**config.mk**
```make
export PLATFORM = sky130hd
export DESIGN_NAME = count_sequencer
export DESIGN_NICKNAME = d
export VERILOG_FILES = /design/src/rtl/cnt_seq_pkg.sv /design/src/rtl/count_sequencer_tick_gen.sv /design/src/rtl/count_sequencer.sv
export SDC_FILE = /design/constraint.sdc
export NUM_CORES = 1
export LEC_CHECK = 0
export CORE_ASPECT_RATIO = 0.75
export CORE_MARGIN = 5
export CORE_UTILIZATION = 50
export CTS_CLUSTER_SIZE = 24
export DETAILED_ROUTE_END_ITERATION = 16
export GPL_TIMING_DRIVEN = 0
export PLACE_DENSITY = 0.79
export SLEW_MARGIN = 40
export SYNTH_ARGS = -nofsm -noshare
export SYNTH_HDL_FRONTEND = slang
export SYNTH_SLANG_ARGS = --single-unit
```
**constraint.sdc**
```tcl
create_clock -name clk_i -period 2.4 [get_ports clk_i]
set_clock_uncertainty 0.05 [all_clocks]
set_input_delay 0.48 -clock clk_i [delete_from_list [all_inputs] [get_ports clk_i]]
set_output_delay 0.48 -clock clk_i [all_outputs]
set_load 0.01 [all_outputs]
```
**src/rtl/cnt_seq_pkg.sv**
```systemverilog
// Shared definitions for the count_sequencer block.
//   state_t : FSM state encoding (IDLE=0, RUN=1, DONE=2)
//   clog2() : constant-evaluable ceiling log2, used to size the prescaler
package cnt_seq_pkg;

  typedef enum logic [1:0] {
    ST_IDLE = 2'd0,
    ST_RUN  = 2'd1,
    ST_DONE = 2'd2
  } state_t;

  function automatic int clog2(input longint value);
    longint one;
    int     r;
    one = 1;
    r   = 0;
    while ((one << r) < value) r = r + 1;
    return r;
  endfunction

endpackage

```
**src/rtl/count_sequencer_tick_gen.sv**
```systemverilog
// tick_gen: free-running prescaler for the RUN auto-advance rate.
//   Counts 0..PRESCALE-1 while en_i is high and pulses tick_o (combinational)
//   during the cycle it sits at PRESCALE-1; the counter clears on that edge.
// Ports:
//   clk_i   in  system clock
//   rst_i   in  synchronous reset, active-high
//   clr_i   in  clear the count (wins over en_i, suppresses tick_o)
//   en_i    in  count enable
//   tick_o  out one-cycle advance request
module tick_gen
  import cnt_seq_pkg::*;
#(
  parameter int PRESCALE = 100_000_000
) (
  input  logic clk_i,
  input  logic rst_i,
  input  logic clr_i,
  input  logic en_i,
  output logic tick_o
);

  // PRESCALE=1 would give a zero-width counter; keep one bit that stays at 0.
  localparam int CW = (clog2(PRESCALE) < 1) ? 1 : clog2(PRESCALE);
  localparam logic [CW-1:0] LAST = CW'(PRESCALE - 1);

  logic [CW-1:0] cnt_q;

  assign tick_o = en_i && !clr_i && (cnt_q == LAST);

  always_ff @(posedge clk_i) begin
    if (rst_i || clr_i) begin
      cnt_q <= '0;
    end else if (en_i) begin
      cnt_q <= (cnt_q == LAST) ? '0 : cnt_q + 1'b1;
    end
  end

endmodule

```
**src/rtl/count_sequencer.sv**
```systemverilog
// count_sequencer: control FSM around the board's event counter.
//   Manual step, free-run at a prescaled rate, load from switches, and
//   stop (DONE) or wrap at a programmable limit.
// Optional feature macro: CNT_SEQ_DOWN_EN adds dir_i (1 = count down,
//   terminal count 0, wrap reloads limit_i).
// Ports:
//   clk_i      in   system clock
//   rst_i      in   synchronous reset, active-high
//   step_i     in   1-cycle pulse, advance once (IDLE only)
//   run_i      in   1-cycle pulse, toggle IDLE<->RUN
//   load_i     in   1-cycle pulse, count <= data_i, back to IDLE
//   data_i     in   load value
//   limit_i    in   terminal count (up) / wrap reload value (down)
//   wrap_i     in   1 wrap at terminal count, 0 stop in DONE
//   dir_i      in   0 up / 1 down (CNT_SEQ_DOWN_EN only)
//   count_o    out  counter value
//   running_o  out  high in RUN
//   tick_o     out  pulse on the edge where count_o advances
//   done_o     out  high in DONE
module count_sequencer
  import cnt_seq_pkg::*;
#(
  parameter int WIDTH    = 8,
  parameter int PRESCALE = 100_000_000
) (
  input  logic             clk_i,
  input  logic             rst_i,
  input  logic             step_i,
  input  logic             run_i,
  input  logic             load_i,
  input  logic [WIDTH-1:0] data_i,
  input  logic [WIDTH-1:0] limit_i,
  input  logic             wrap_i,
`ifdef CNT_SEQ_DOWN_EN
  input  logic             dir_i,
`endif
  output logic [WIDTH-1:0] count_o,
  output logic             running_o,
  output logic             tick_o,
  output logic             done_o
);

  state_t           state_q, state_d;
  logic [WIDTH-1:0] count_q, count_d;
  logic             tick_q, tick_d;
  logic             down;
  logic             presc_tick, presc_clr, presc_en;
  logic             at_term;
  logic [WIDTH-1:0] adv_val;

`ifdef CNT_SEQ_DOWN_EN
  assign down = dir_i;
`else
  assign down = 1'b0;
`endif

  // The prescaler only runs in RUN; any load or run toggle restarts it so
  // the first auto-advance after entering RUN is a full PRESCALE period away.
  assign presc_en  = (state_q == ST_RUN);
  assign presc_clr = load_i || run_i || (state_q != ST_RUN);

  tick_gen #(
    .PRESCALE(PRESCALE)
  ) u_tick_gen (
    .clk_i  (clk_i),
    .rst_i  (rst_i),
    .clr_i  (presc_clr),
    .en_i   (presc_en),
    .tick_o (presc_tick)
  );

  // Value an advance would produce; limit_i/wrap_i are sampled live.
  always_comb begin
    at_term = down ? (count_q == '0) : (count_q == limit_i);
    adv_val = count_q;
    if (at_term) begin
      adv_val = down ? limit_i : '0;
    end else begin
      adv_val = down ? (count_q - 1'b1) : (count_q + 1'b1);
    end
  end

  always_ff @(posedge clk_i) begin
    if (rst_i) begin
      state_q <= ST_IDLE;
      count_q <= '0;
      tick_q  <= 1'b0;
    end else begin
      state_q <= state_d;
      count_q <= count_d;
      tick_q  <= tick_d;
    end
  end

  always_comb begin
    logic do_adv;
    state_d = state_q;
    count_d = count_q;
    tick_d  = 1'b0;
    do_adv  = 1'b0;

    if (load_i) begin
      count_d = data_i;
      state_d = ST_IDLE;
    end else begin
      case (state_q)
        ST_IDLE: begin
          if (run_i)       state_d = ST_RUN;
          else if (step_i) do_adv  = 1'b1;
        end
        ST_RUN: begin
          if (run_i)           state_d = ST_IDLE;
          else if (presc_tick) do_adv  = 1'b1;
        end
        default: ;
      endcase
    end

    // At the terminal count without wrap the count holds and the FSM parks.
    if (do_adv) begin
      if (at_term && !wrap_i) begin
        state_d = ST_DONE;
      end else begin
        count_d = adv_val;
        tick_d  = 1'b1;
      end
    end
  end

  assign count_o   = count_q;
  assign tick_o    = tick_q;
  assign running_o = (state_q == ST_RUN);
  assign done_o    = (state_q == ST_DONE);

endmodule

```
==> impl_metrics.toml <==
[clock_network]
root_buffer = "clkbuf_8"
post_cts_buffers = 0
cts_tree = "done"
cts-resized-gates = 0
clock-sinks = 38
clockBufferDepth = 2
htreeDepth = 2
clk_latency_ps = 280
clkTransAtPathRegs_ps = 70
cts_hold_buf = 0
cts_inserted_buffers = 5

[synthesis]
avgSynthCellArea_um2 = 8.92
yosys_warnings = 0
syn_nets = 254
synth_largest_area_cell = "dfxtp_1"
ys_types = 46
postSynthCellCount = 230
ys_ff_latch = 38
ys.flop_type = "dfxtp_1"
synth_seq_area_share_pct = 37.1
async_flop_share_pct = 0
ys_top_cells_by_area = "dfxtp_1, xor2_1, nor2_1"
synth_edf_count = 0
netlist.area_leader.share_pct = 37.1
synth_area_um2 = 2050

[worst_setup_path]
crit_path_start = "u_tick_gen.cnt_q[0]$_SDFFE_PP0N_"
arrival_ps = 2260
reg2reg_from = "u_tick_gen.cnt_q[0]$_SDFFE_PP0N_"
crit_path_max_incr_delay_ps = 410
path_cells = "ha_2 -> nor4b_2 -> nand4_1 -> nor4_2 -> nor2_1 -> buf_6 -> o211ai_1 -> o211ai_1"
cp_max_fo = 10
worst-endpoint-required_ps = 2510
reg2reg_depth = 8
end_kind = "flip-flop"
setup.worst_path.start_class = "flip-flop"
path_class = "flip-flop to flip-flop"
slowest_stage = "dfxtp_1"
critPathMostFrequentCell = "o211ai_1"

[min_path]
min_path_type = "flip-flop to flip-flop"
hp-start = "u_tick_gen.cnt_q[22]$_SDFFE_PP0N_"
hold_depth = 2

[timing]
slew_viol_final = 0
final-hold-violation-count = 0
slew_headroom_pct = 75.5
setup_violations = 0
period_needed_ps = 2160
tightest_slew_ps = 368
rsz0062_at_grt = "false"
fmaxAchievable_ghz = 0.464
fin_crit_sh_pct = 89.9
setup_total_negative_slack_ps = 0

[global_route]
antenna_found_initial = 0
grt_pass1_vias = 1666
grt_max_degree = 12
globalRoute.totalOverflow = 0
grt_usage_pct = 17.4
grt_first_pass_wirelength_mm = 7.80

[final_layout]
syn_to_final_growth_pct = 23.0
diodes = 0
final_cell_mix = "dfxtp_1, nor2_1, clkdlybuf4s50_1, xor2_1, nand2_1"
layout_commonest_cell = "dfxtp_1"
drive_above_1_share_pct = 13.0
fillerInstances = 354
nets = 292
fin_util_pct = 63.1
final_cells = 324

[power]
p_per_area_nw_per_um2 = 488
p_total_uw = 1230
ir_worst_vdd_v = 0.000293
leakagePower_uw = 0.000868

[place]
io_buffers = 31
dp_hpwl_mm = 3.34
gp_congestion = 0.810
placed_cells = 316

[outcome]
status = "completed"

[routing]
wirelength_mm = 4.57
drt_iter0_markers = 93
via_per_inst = 5.37
firstDrtPassIters = 4
drc = 0
dr_total_vias = 1739
ant_nets = 0
routedWlPerCell_um = 14.1

[die]
row_count = 20
core_area_um2 = 4000
start_util_pct = 51.2
die_x_um = 84.0
die_h_um = 65.5
dieArea_um2 = 5500
boundaryPins = 33

[job]
max_cap_violations = 0
[worst max-delay path, delay by kind of cell (launching register included)]
family	cells	cell delay, ps
flip-flops	1	410
AO/OA/AOI/OAI	2	280
adder cells (fa/ha/maj)	1	270
buffers and inverters	1	170
AND/OR/NAND/NOR	4	860
[flip-flops by register name (all words and copies together) (netlist names)]
register and cells:
tick_o 1, count_o 8, u_tick_gen.cnt_q 27, state_q 2
[per-stage QoR]
stage	setup slack, ps	instance area (µm²)	hold WS (ps)
after floorplan	538	2050	415
after global placement	65.4	2430	440
after detailed placement	38.9	2430	441
after CTS	225	2520	462
after global routing	23.5	2520	485
final	243	2520	459
[Yosys cell counts (all sizes together), types with 4 or more instances]
library cell,count
buf,7
o211ai,13
dfxtp,38
nand4,11
nor4,6
and4,5
nor2,34
xnor2,8
and3,7
nor3,4
xor2,25
nand3,10
nor2b,5
mux2i,6
nand2,21
[cell type report]
| cell class | count | area, µm² | share of cell area (%) |
|---|---|---|---|
| timing repair buffer | 31 | 310 | 12.3 |
| multi-input combinational | 178 | 1200 | 47.6 |
| inverter | 3 | 11.3 | 0.446 |
| buffer | 11 | 81.3 | 3.22 |
| clock inverter | 1 | 5.00 | 0.198 |
| clock buffer | 7 | 86.3 | 3.42 |
| sequential | 38 | 761 | 30.1 |
| tap | 55 | 68.8 | 2.73 |
[report_power, final]
group	internal [µW]	switching, µW	leakage (µW)
sequential	640	16.9	0.000308
clock	232	213	0.0000482
combinational	74.6	54.3	0.000512
[path summary, 6_finish.rpt]
check	slack (ps)	to
hold reg to reg	460	u_tick_gen.cnt_q[22]$_SDFFE_PP0N_
setup reg to reg	240	count_o[1]$_SDFF_PP0_
setup / recovery	240	count_o[1]$_SDFF_PP0_
hold / removal	460	u_tick_gen.cnt_q[22]$_SDFFE_PP0N_
[cell families (layout without fill, tap and decap cells)]
group | count (synthesis) | count (layout) | share of synthesized area (%)
compound gates | 23 | 23 | 8.72
flops | 38 | 38 | 37.1
simple gates | 114 | 114 | 31.5
xor+xnor | 33 | 33 | 14.1
mux | 6 | 6 | 2.93
buf+inv | 14 | 53 | 4.51
fa+ha+maj | 2 | 2 | 1.22
[routing by layer]
layer | GRT usage (%) | share of wire [%] | routed length, µm | up-vias
li1 | - | - | - | 891
met1 | 25.1 | 52 | 2390 | 806
met2 | 25.3 | 43 | 1970 | 38
met3 | 4.51 | 3.8 | 174 | 4
met4 | 5.22 | 0.87 | 40 | 0
met5 | 0 | 0 | 0 | -
(Power assumes the default switching activity.)
